**config.mk**
```make
export PLATFORM = sky130hd
export DESIGN_NAME = div_sched_flat
export DESIGN_NICKNAME = d
export VERILOG_FILES = /design/src/rtl/div_sched_pkg.sv /design/src/rtl/div_sched_if.sv /design/src/rtl/div_sched_arb.sv /design/src/rtl/div_sched.sv /design/src/flat_wrapper.sv
export SDC_FILE = /design/constraint.sdc
export NUM_CORES = 1
export LEC_CHECK = 0
export CORE_AREA = 2 2 122 124
export CTS_BUF_LIST = sky130_fd_sc_hd__clkbuf_2
export CTS_CLUSTER_SIZE = 24
export DETAILED_ROUTE_END_ITERATION = 16
export DIE_AREA = 0 0 124 126
export GPL_ROUTABILITY_DRIVEN = 0
export GPL_TIMING_DRIVEN = 0
export PLACE_DENSITY = 0.93
export SLEW_MARGIN = 10
export SYNTH_ARGS = -nofsm -noshare
export SYNTH_HDL_FRONTEND = slang
export SYNTH_SLANG_ARGS = --single-unit
```
**constraint.sdc**
```tcl
create_clock -name clk -period 5.34 [get_ports clk]
set_clock_uncertainty 0.1 [all_clocks]
set_input_delay 0.801 -clock clk [delete_from_list [all_inputs] [get_ports clk]]
set_output_delay 0.801 -clock clk [all_outputs]
set_load 0.1 [all_outputs]
```
**src/rtl/div_sched_pkg.sv**
```systemverilog
// Shared encodings for the divider scheduler: op codes, FSM states and the
// fixed corner-case results that bypass the divider.
package div_sched_pkg;

  localparam logic [1:0] OP_DIV_W  = 2'b00;
  localparam logic [1:0] OP_MOD_W  = 2'b01;
  localparam logic [1:0] OP_DIV_WU = 2'b10;
  localparam logic [1:0] OP_MOD_WU = 2'b11;

  localparam logic [31:0] DBZ_QUOT = 32'hFFFF_FFFF;
  localparam logic [31:0] INT_MIN  = 32'h8000_0000;

  typedef enum logic [2:0] {
    S_IDLE  = 3'd0,
    S_ISSUE = 3'd1,
    S_WAIT  = 3'd2,
    S_DRAIN = 3'd3,
    S_RESP  = 3'd4
  } state_e;

endpackage

```
**src/rtl/div_sched_if.sv**
```systemverilog
// Signal bundle between the two issue pipes, the scheduler and the shared div_alu.
// Handshakes: a transfer happens in a cycle where valid and ready are both high at the
// rising edge; reqN_ready is combinational, resp_valid is held until resp_ready or flush.
interface div_sched_if;
  import div_sched_pkg::*;

  logic        flush;
  logic        req0_valid;
  logic        req1_valid;
  logic [1:0]  req0_op;
  logic [1:0]  req1_op;
  logic [31:0] req0_a;
  logic [31:0] req1_a;
  logic [31:0] req0_b;
  logic [31:0] req1_b;
  logic        req0_ready;
  logic        req1_ready;
  logic        resp_valid;
  logic        resp_id;
  logic [31:0] resp_data;
  logic        resp_dbz;
  logic        resp_ready;
  logic        busy;
  logic        div_start;
  logic        div_signed;
  logic [31:0] div_dividend;
  logic [31:0] div_divisor;
  logic [31:0] div_quotient;
  logic [31:0] div_remainder;
  logic        div_dbz;
  logic        div_done;
  state_e      dbg_state;

  modport slave (
    input  flush, req0_valid, req1_valid, req0_op, req1_op, req0_a, req1_a, req0_b, req1_b,
           resp_ready, div_quotient, div_remainder, div_dbz, div_done,
    output req0_ready, req1_ready, resp_valid, resp_id, resp_data, resp_dbz, busy,
           div_start, div_signed, div_dividend, div_divisor, dbg_state
  );

  modport master (
    output flush, req0_valid, req1_valid, req0_op, req1_op, req0_a, req1_a, req0_b, req1_b,
           resp_ready, div_quotient, div_remainder, div_dbz, div_done,
    input  req0_ready, req1_ready, resp_valid, resp_id, resp_data, resp_dbz, busy,
           div_start, div_signed, div_dividend, div_divisor, dbg_state
  );

endinterface

```
**src/rtl/div_sched_arb.sv**
```systemverilog
// Two-way arbiter: on a tie the pipe not granted last wins (RR_EN=1), or pipe 0 always wins (RR_EN=0).
module div_sched_arb #(
  parameter bit RR_EN = 1'b1
) (
  input  logic clk,
  input  logic rst,
  input  logic en,
  input  logic v0,
  input  logic v1,
  output logic g0,
  output logic g1
);

  logic last_grant;
  logic pick1;

  always_comb begin
    pick1 = 1'b0;
    if (v1 && !v0) begin
      pick1 = 1'b1;
    end else if (v0 && v1 && RR_EN && !last_grant) begin
      pick1 = 1'b1;
    end
    g0 = en && v0 && !pick1;
    g1 = en && v1 && pick1;
  end

  // Starts at 1 so that pipe 0 wins the first tie after reset.
  always_ff @(posedge clk) begin
    if (rst) begin
      last_grant <= 1'b1;
    end else if (g0 || g1) begin
      last_grant <= g1;
    end
  end

endmodule

```
**src/rtl/div_sched.sv**
```systemverilog
// Shares one div_alu between two issue pipes: arbitrates, sequences start/done,
// resolves divide-by-zero and INT_MIN/-1 locally, and drains flushed operations.
module div_sched
  import div_sched_pkg::*;
#(
  parameter bit RR_EN = 1'b1
) (
  input logic       clk,
  input logic       rst,
  div_sched_if.slave bus
);

  state_e      state;
  state_e      state_nxt;
  logic        g0;
  logic        g1;
  logic        grant;
  logic        arb_en;
  logic        take_done;
  logic [1:0]  op_in;
  logic [31:0] a_in;
  logic [31:0] b_in;
  logic        signed_in;
  logic        zero_in;
  logic        ovf_in;
  logic        op_signed;
  logic        sel_rem;
  logic        id_q;
  logic        dbz_q;
  logic [31:0] a_q;
  logic [31:0] b_q;
  logic [31:0] res_q;
  logic        unused;

  // The divider's own dbz flag is redundant: zero divisors never reach it.
  assign unused = bus.div_dbz;

  assign arb_en = (state == S_IDLE) && !bus.flush;

  div_sched_arb #(.RR_EN(RR_EN)) u_arb (
    .clk (clk),
    .rst (rst),
    .en  (arb_en),
    .v0  (bus.req0_valid),
    .v1  (bus.req1_valid),
    .g0  (g0),
    .g1  (g1)
  );

  always_comb begin
    grant     = g0 || g1;
    op_in     = g1 ? bus.req1_op : bus.req0_op;
    a_in      = g1 ? bus.req1_a : bus.req0_a;
    b_in      = g1 ? bus.req1_b : bus.req0_b;
    signed_in = ~op_in[1];
    zero_in   = (b_in == 32'h0);
    ovf_in    = signed_in && (a_in == INT_MIN) && (b_in == DBZ_QUOT);
    take_done = (state == S_WAIT) && bus.div_done && !bus.flush;
  end

  always_comb begin
    state_nxt = state;
    case (state)
      S_IDLE:  if (grant) state_nxt = (zero_in || ovf_in) ? S_RESP : S_ISSUE;
      S_ISSUE: state_nxt = bus.flush ? S_IDLE : S_WAIT;
      S_WAIT: begin
        if (bus.flush) begin
          state_nxt = bus.div_done ? S_IDLE : S_DRAIN;
        end else if (bus.div_done) begin
          state_nxt = S_RESP;
        end
      end
      S_DRAIN: if (bus.div_done) state_nxt = S_IDLE;
      S_RESP:  if (bus.flush || bus.resp_ready) state_nxt = S_IDLE;
      default: state_nxt = S_IDLE;
    endcase
  end

  always_ff @(posedge clk) begin
    if (rst) begin
      state <= S_IDLE;
    end else begin
      state <= state_nxt;
    end
  end

  // Operands only change on a grant in IDLE, so div_alu sees them stable until done.
  always_ff @(posedge clk) begin
    if (rst) begin
      op_signed <= 1'b0;
      sel_rem   <= 1'b0;
      id_q      <= 1'b0;
      dbz_q     <= 1'b0;
      a_q       <= 32'h0;
      b_q       <= 32'h0;
      res_q     <= 32'h0;
    end else if (grant) begin
      op_signed <= signed_in;
      sel_rem   <= op_in[0];
      id_q      <= g1;
      dbz_q     <= zero_in;
      a_q       <= a_in;
      b_q       <= b_in;
      if (zero_in) begin
        res_q <= op_in[0] ? a_in : DBZ_QUOT;
      end else if (ovf_in) begin
        res_q <= op_in[0] ? 32'h0 : INT_MIN;
      end
    end else if (take_done) begin
      res_q <= sel_rem ? bus.div_remainder : bus.div_quotient;
    end
  end

  assign bus.req0_ready   = g0;
  assign bus.req1_ready   = g1;
  assign bus.resp_valid   = (state == S_RESP) && !bus.flush;
  assign bus.resp_id      = id_q;
  assign bus.resp_data    = res_q;
  assign bus.resp_dbz     = dbz_q;
  assign bus.busy         = (state != S_IDLE);
  assign bus.div_start    = (state == S_ISSUE) && !bus.flush;
  assign bus.div_signed   = op_signed;
  assign bus.div_dividend = a_q;
  assign bus.div_divisor  = b_q;
  assign bus.dbg_state    = state;

endmodule

```
**src/flat_wrapper.sv**
```systemverilog
// flat-port wrapper written by rule: the top's interface ports become plain ports
module div_sched_flat import div_sched_pkg::*;
#(
  parameter bit RR_EN = 1'b1
)
  (clk, rst, bus_flush, bus_req0_valid, bus_req1_valid, bus_req0_op, bus_req1_op, bus_req0_a, bus_req1_a, bus_req0_b, bus_req1_b, bus_resp_ready, bus_div_quotient, bus_div_remainder, bus_div_dbz, bus_div_done, bus_req0_ready, bus_req1_ready, bus_resp_valid, bus_resp_id, bus_resp_data, bus_resp_dbz, bus_busy, bus_div_start, bus_div_signed, bus_div_dividend, bus_div_divisor, bus_dbg_state);
  div_sched_if bus_i ();
  input logic clk;
  input logic rst;
  input wire logic [$bits(bus_i.flush)-1:0] bus_flush;
  input wire logic [$bits(bus_i.req0_valid)-1:0] bus_req0_valid;
  input wire logic [$bits(bus_i.req1_valid)-1:0] bus_req1_valid;
  input wire logic [$bits(bus_i.req0_op)-1:0] bus_req0_op;
  input wire logic [$bits(bus_i.req1_op)-1:0] bus_req1_op;
  input wire logic [$bits(bus_i.req0_a)-1:0] bus_req0_a;
  input wire logic [$bits(bus_i.req1_a)-1:0] bus_req1_a;
  input wire logic [$bits(bus_i.req0_b)-1:0] bus_req0_b;
  input wire logic [$bits(bus_i.req1_b)-1:0] bus_req1_b;
  input wire logic [$bits(bus_i.resp_ready)-1:0] bus_resp_ready;
  input wire logic [$bits(bus_i.div_quotient)-1:0] bus_div_quotient;
  input wire logic [$bits(bus_i.div_remainder)-1:0] bus_div_remainder;
  input wire logic [$bits(bus_i.div_dbz)-1:0] bus_div_dbz;
  input wire logic [$bits(bus_i.div_done)-1:0] bus_div_done;
  output wire logic [$bits(bus_i.req0_ready)-1:0] bus_req0_ready;
  output wire logic [$bits(bus_i.req1_ready)-1:0] bus_req1_ready;
  output wire logic [$bits(bus_i.resp_valid)-1:0] bus_resp_valid;
  output wire logic [$bits(bus_i.resp_id)-1:0] bus_resp_id;
  output wire logic [$bits(bus_i.resp_data)-1:0] bus_resp_data;
  output wire logic [$bits(bus_i.resp_dbz)-1:0] bus_resp_dbz;
  output wire logic [$bits(bus_i.busy)-1:0] bus_busy;
  output wire logic [$bits(bus_i.div_start)-1:0] bus_div_start;
  output wire logic [$bits(bus_i.div_signed)-1:0] bus_div_signed;
  output wire logic [$bits(bus_i.div_dividend)-1:0] bus_div_dividend;
  output wire logic [$bits(bus_i.div_divisor)-1:0] bus_div_divisor;
  output wire logic [$bits(bus_i.dbg_state)-1:0] bus_dbg_state;
  assign bus_i.flush = bus_flush;
  assign bus_i.req0_valid = bus_req0_valid;
  assign bus_i.req1_valid = bus_req1_valid;
  assign bus_i.req0_op = bus_req0_op;
  assign bus_i.req1_op = bus_req1_op;
  assign bus_i.req0_a = bus_req0_a;
  assign bus_i.req1_a = bus_req1_a;
  assign bus_i.req0_b = bus_req0_b;
  assign bus_i.req1_b = bus_req1_b;
  assign bus_i.resp_ready = bus_resp_ready;
  assign bus_i.div_quotient = bus_div_quotient;
  assign bus_i.div_remainder = bus_div_remainder;
  assign bus_i.div_dbz = bus_div_dbz;
  assign bus_i.div_done = bus_div_done;
  assign bus_req0_ready = bus_i.req0_ready;
  assign bus_req1_ready = bus_i.req1_ready;
  assign bus_resp_valid = bus_i.resp_valid;
  assign bus_resp_id = bus_i.resp_id;
  assign bus_resp_data = bus_i.resp_data;
  assign bus_resp_dbz = bus_i.resp_dbz;
  assign bus_busy = bus_i.busy;
  assign bus_div_start = bus_i.div_start;
  assign bus_div_signed = bus_i.div_signed;
  assign bus_div_dividend = bus_i.div_dividend;
  assign bus_div_divisor = bus_i.div_divisor;
  assign bus_dbg_state = bus_i.dbg_state;
  div_sched #(.RR_EN(RR_EN)) u_core (.clk(clk), .rst(rst), .bus(bus_i));
endmodule
```
==> results.sh, run 1 <==
export IMPL_rsz0062_at_grt="no"
export IMPL_antenna_found_initial=0
export IMPL_timing_rr_end="u_core.bus.resp_data[20]"
export IMPL_hp_start="u_core.bus.div_signed"
export IMPL_clkTransAtPathRegs_ns=0.27
export IMPL_hold_viol=0
export IMPL_drc=0
export IMPL_r2r_slack_ns=2.17
export IMPL_use_met2_pct=59.6
export IMPL_fin_crit_ns=4.71
export IMPL_initial_core_util_pct=40.6
export IMPL_cp_start_kind="input port"
export IMPL_drt_pass1_iter_count=6
export IMPL_crit_chain="clkdlybuf4s50_1, a21boi_0, nand2_2, inv_2, clkbuf_1, clkdlybuf4s50_1"
export IMPL_hold_slack_ns=0.379
export IMPL_cts_sinks=104
export IMPL_layout_commonest_cell="clkdlybuf4s50_1"
export IMPL_post_cts_buffers=0
export IMPL_crit_buf_inv=4
export IMPL_nNetsFinal=1233
export IMPL_viasPerCell=6.16
export IMPL_timing_worst_slew_pin_value_ns=1.02
export IMPL_met3_usage_pct=10.6
export IMPL_path_max_fanout=10
export IMPL_drv_slew=0
export IMPL_fin_crit_sh_pct=88.3
export IMPL_drive_gt1_share_pct=8.43
export IMPL_track_usage_pct=35.5
export IMPL_async_flop_share_pct=0
export IMPL_synthesis_area_um2=5820
export IMPL_diodes=0
export IMPL_nFillCells=1207
export IMPL_use_met1_pct=40.3
export IMPL_num_rows=44
export IMPL_cpMostUsedCell="clkdlybuf4s50_1"
export IMPL_area_growth_pct=59.2
export IMPL_detail_route_antenna_nets=0
export IMPL_cts_root_buffer="clkbuf_2"
export IMPL_hold_buffers=0
export IMPL_htreeDepth=3
export IMPL_syn_inst=709
export IMPL_worst_setup_path_type="in2out"
export IMPL_grt_pass1_vias=7450
export IMPL_clk_insertion_delay_late_ns=0.64
export IMPL_setup_viol=0
export IMPL_powerDensity_nw_per_um2=242
export IMPL_hold_depth=2
export IMPL_grt_max_degree=16
export IMPL_setup_tns_ns=0
export IMPL_cts_tree="yes"
export IMPL_wl_mm=28.6
export IMPL_grt_pass1_wl_mm=41.5
export IMPL_max_cap_viol_count=0
export IMPL_rr_worst_depth=8
export IMPL_crit_family="buffers and inverters"
export IMPL_cellLeakagePower_nw=3.24
export IMPL_cts_resized=0
export IMPL_overflow=0
export IMPL_portBuffers=309
export IMPL_first_iter_violations=792
export IMPL_yosysSeqAreaShare_pct=35.8
export IMPL_synth_cell_types=44
export IMPL_top_usage_layer="met2"
export IMPL_hold_path_class="reg2reg"
export IMPL_crit_arrival_ns=3.81
export IMPL_power_mw=2.24
export IMPL_via_count=7487
export IMPL_worstReg2RegStart="u_core.bus.dbg_state[2]"
export IMPL_cts_path_max_buffers=2
export IMPL_die_x_um=124
export IMPL_vdd_ir_drop_max_mv=0.175
export IMPL_endpoint_kind="output port"
export IMPL_holdPathEnd="u_core.bus.div_signed"
export IMPL_status="complete, no violations"
export IMPL_numCtsBuffers=9
export IMPL_wl_per_cell_um=23.5
export IMPL_synth_edff_count=0
export IMPL_dp_hpwl_mm=22.7
export IMPL_max_clock_freq_ghz=0.212
export IMPL_critical_path_required_ns=4.44
export IMPL_slowest_delay_ns=1.23
export IMPL_synth_fp_nets=913
export IMPL_synth_ff_type="dfxtp_1"
export IMPL_die_area_um2=15600
export IMPL_ios=311
export IMPL_yosysWarnings=0
export IMPL_core_um2=14300
export IMPL_postSynthAreaPerCell_um2=8.21
export IMPL_die_height_um=126
export IMPL_final_cell_mix="clkdlybuf4s50_1, dfxtp_1, nand2_1"
export IMPL_slew_headroom_pct=31.5
export IMPL_ys_seq_elements=104
export IMPL_crit_slowest_cell="clkdlybuf4s50_1"
-- synthesized netlist by cell type (all sizes together), types with 2 or more instances --
cell	instances	area share, %
o21ai	2	0.17
o221ai	3	0.45
nand2b	5	0.54
a31o	29	4.4
buf	16	1.6
nor4	37	4.2
mux2i	33	5.7
nand3	7	0.60
a211oi	61	7.9
inv	33	2.1
dfxtp	104	36
o21a	2	0.26
nand4b	4	0.60
mux2	28	5.4
nand2	94	6.1
nor2	72	4.6
o22ai	28	3.0
a311oi	32	4.8
a21oi	9	0.77
clkbuf	41	2.7
a21bo	2	0.34
nor3	7	0.60
and3	2	0.22
nand4	27	2.9
nor4b	5	0.75
a211o	2	0.30
or4	7	0.90
or3	6	0.65
a222oi	2	0.34
-- worst max-delay path by stage --
| stage | startpoint | end | depth (start not counted) |
|---|---|---|---|
| after detailed placement | bus_flush | bus_req1_ready | 6 |
| after floorplan | u_core.bus.dbg_state[2] | bus_resp_valid | 1 |
| after global placement | bus_req1_valid | bus_req1_ready | 6 |
| after CTS | bus_req1_valid | bus_req1_ready | 6 |
| final | bus_req1_valid | bus_req1_ready | 6 |
| after global routing | bus_flush | bus_req1_ready | 6 |
-- power by group --
part | internal [mW] | total (mW) | switching, mW
combinational | 0.327 | 0.961 | 0.634
clock | 0.147 | 0.423 | 0.276
sequential | 0.827 | 0.855 | 0.0278
total | 1.30 | 2.24 | 0.938
-- worst register-to-register path, cell delays in order, from the launching register on --
cell	delay, ns
dfxtp_1	0.47
nor4_4	0.44
nand2_2	0.23
inv_2	0.20
or3_1	0.22
nand2_1	0.18
nor3_1	0.62
clkbuf_1	0.45
a211oi_1	0.16
-- cell families (layout without fill, tap and decap cells) --
kind of cell	Yosys count	after routing	share of synthesized area [%]
simple gates	277	277	23.3
compound gates	177	177	23.4
flops	104	104	35.8
buf+inv	90	413	6.39
mux	61	61	11.1
-- registers in the layout, summed over array words and instances (netlist names) --
name                     cells
u_core.bus.div_signed        1
u_core.bus.resp_data        32
u_core.bus.div_divisor      32
u_core.bus.div_dividend     32
u_core.bus.resp_id           1
u_core.u_arb.last_grant      1
u_core.bus.dbg_state         3
u_core.bus.resp_dbz          1
u_core.sel_rem               1
-- layer usage --
metal | up-vias | share of wire [%]
met3 | 130 | 11
met1 | 3483 | 36
li1 | 3330 | -
met2 | 544 | 47
met5 | - | 0
met4 | 0 | 6.2
-- metrics by stage --
stage / area (µm²) / instances / utilization, % / worst slack [ns]
after floorplan: 5820 / 709 / - / 0.126
after global placement: 9140 / 1202 / 63.9 / 0.734
after detailed placement: 9140 / 1202 / 63.9 / 0.683
after CTS: 9260 / 1216 / 64.7 / 0.686
after global routing: 9260 / 1216 / 64.7 / 0.544
final: 9260 / 1216 / 64.7 / 0.626
-- cell type report --
class                   instances  area (µm²)  area share (%)
clock inverters                 5        73.8           0.797
multi-input cells             515        3360            36.3
well taps                     184         230            2.49
plain buffers                  57         248            2.68
flip-flops and latches        104        2080            22.5
repair buffers                309        3090            33.4
clock buffers                   9        45.0           0.486
inverters                      33         124            1.34
No activity file was read; power rests on OpenSTA's default activity.
==> run 2: changes to the inputs <==
Settings changed: CORE_AREA 2 2 122 124 to default, CORE_MARGIN from default to 2, CORE_UTILIZATION from default to 41, CTS_CLUSTER_DIAMETER from default to 100, DIE_AREA 0 0 124 126 to default, PLACE_DENSITY 0.93 to 0.94.
Clock period 5.34 ns to 5.1 ns, I/O delays scaled along.
==> run 2 against run 1 <==
Combinational power rose by 4%; critical path depth did not move; utilization rose by 1.8 points; routed wire length fell by 0.74%; sequential cell count did not move; die area fell by 3.0%; critical path type unchanged.
==> results.sh, run 2 (synthesis gave the netlist of run 1 again) <==
export IMPL_num_rows=43
export IMPL_crit_arrival_ns=3.78
export IMPL_hold_buffers=0
export IMPL_clkTransAtPathRegs_ns=0.28
export IMPL_drc=0
export IMPL_ios=311
export IMPL_nNetsFinal=1233
export IMPL_area_growth_pct=58.8
export IMPL_drive_gt1_share_pct=8.70
export IMPL_status="complete, no violations"
export IMPL_setup_ws_ns=0.455
export IMPL_overflow=0
export IMPL_powerDensity_nw_per_um2=245
export IMPL_via_count=7589
export IMPL_antenna_found_initial=1
export IMPL_grt_max_degree=17
export IMPL_rsz0062_at_grt="no"
export IMPL_vdd_ir_drop_max_mv=0.136
export IMPL_setup_tns_ns=0
export IMPL_timing_worst_slew_pin_value_ns=1.03
export IMPL_path_max_fanout=10
export IMPL_cts_sinks=104
export IMPL_die_height_um=123
export IMPL_core_um2=13900
export IMPL_worst_setup_path_type="in2out"
export IMPL_clk_insertion_delay_late_ns=0.64
export IMPL_hold_path_class="reg2reg"
export IMPL_fin_crit_sh_pct=91.1
export IMPL_cp_start_kind="input port"
export IMPL_detail_route_antenna_nets=0
export IMPL_cts_tree="yes"
export IMPL_die_x_um=123
export IMPL_track_usage_pct=36.2
export IMPL_cts_resized=0
export IMPL_final_cells=1215
export IMPL_dp_hpwl_mm=22.5
export IMPL_pre_cts_slack_ns=0.490
export IMPL_htreeDepth=3
export IMPL_layout_commonest_cell="clkdlybuf4s50_1"
export IMPL_initial_core_util_pct=41.9
export IMPL_portBuffers=309
export IMPL_final_cell_mix="clkdlybuf4s50_1, dfxtp_1, nand2_1"
export IMPL_cellLeakagePower_nw=3.23
export IMPL_setup_viol=0
export IMPL_first_iter_violations=903
export IMPL_cts_root_buffer="clkbuf_2"
export IMPL_fin_crit_ns=4.65
export IMPL_numCtsBuffers=9
export IMPL_hold_viol=0
export IMPL_slew_headroom_pct=30.8
export IMPL_viasPerCell=6.25
export IMPL_grt_pass1_vias=7320
export IMPL_critical_path_required_ns=4.24
export IMPL_max_clock_freq_ghz=0.215
export IMPL_wl_per_cell_um=23.3
export IMPL_post_cts_buffers=0
export IMPL_max_cap_viol_count=0
export IMPL_cts_path_max_buffers=2
export IMPL_endpoint_kind="output port"
export IMPL_grt_pass1_wl_mm=41.2
export IMPL_dp_cells=1198
export IMPL_wl_mm=28.3
export IMPL_die_area_um2=15200
export IMPL_drv_slew=0
export IMPL_drt_pass1_iter_count=6
## run 2: cell count changes in the layout (fill, tap and decap cells not counted)
cell / previous run / this run
diode_2: 0 / 1
nor4b_1: 5 / 3
nor4b_2: 0 / 2
clkinv_4: 0 / 1
clkinv_1: 1 / 2
inv_6: 0 / 1
bufinv_16: 2 / 0
clkbuf_2: 10 / 11
## run 2: worst paths after layout
path,start,endpoint,slack [ns],cells past startpoint
hold reg to reg,u_core.bus.div_dividend[30],u_core.bus.div_dividend[30],0.38,2
setup / recovery,bus_flush,bus_req1_ready,0.45,6
hold / removal,u_core.bus.div_dividend[30],u_core.bus.div_dividend[30],0.38,2
setup reg to reg,u_core.bus.dbg_state[1],u_core.bus.resp_data[17],1.76,9
## run 2: through the flow
step	hold WS [ns]	power, mW	instance area [µm²]	util [%]
after detailed placement	0.356	1.90	9150	65.9
after CTS	0.381	2.25	9230	66.5
after global placement	0.341	1.89	9150	65.9
after floorplan	0.345	1.51	5830	-
final	0.381	2.27	9240	66.5
after global routing	0.397	2.33	9240	66.5
## run 2: power by group
group	internal [mW]	switching, mW	total, mW
sequential	0.867	0.0305	0.897
combinational	0.343	0.659	1.00
clock	0.0648	0.302	0.367
## run 2: final cells by class
type                       instances  area [µm²]
sequential                       104        2080
clock inverter                     6        35.0
fill                            1158        4640
timing repair buffer             309        3090
antenna                            1        2.50
buffer                            57         248
multi-input combinational        515        3380
tap                              180         225
clock buffer                      10        50.0
inverter                          33         124
## run 2: critical path: stages
cell             delay, ns
clkdlybuf4s50_1       0.60
nor4_4                0.35
nand2_2               0.23
inv_2                 0.20
clkbuf_1              0.40
clkdlybuf4s50_1       1.23
## run 2: per-layer routing
layer	track usage [%]	share of wire, %
met4	20.1	5.3
met2	60.4	48
met1	42.5	36
met5	0	0
met3	8.67	11
==> run 3: changes to the inputs <==
Settings changed: SKIP_CTS_REPAIR_TIMING from default to 1, SKIP_LAST_GASP from default to 1.
==> results of run 3 <==
No change in the layout: final DEF, timing and power equal those of run 2.
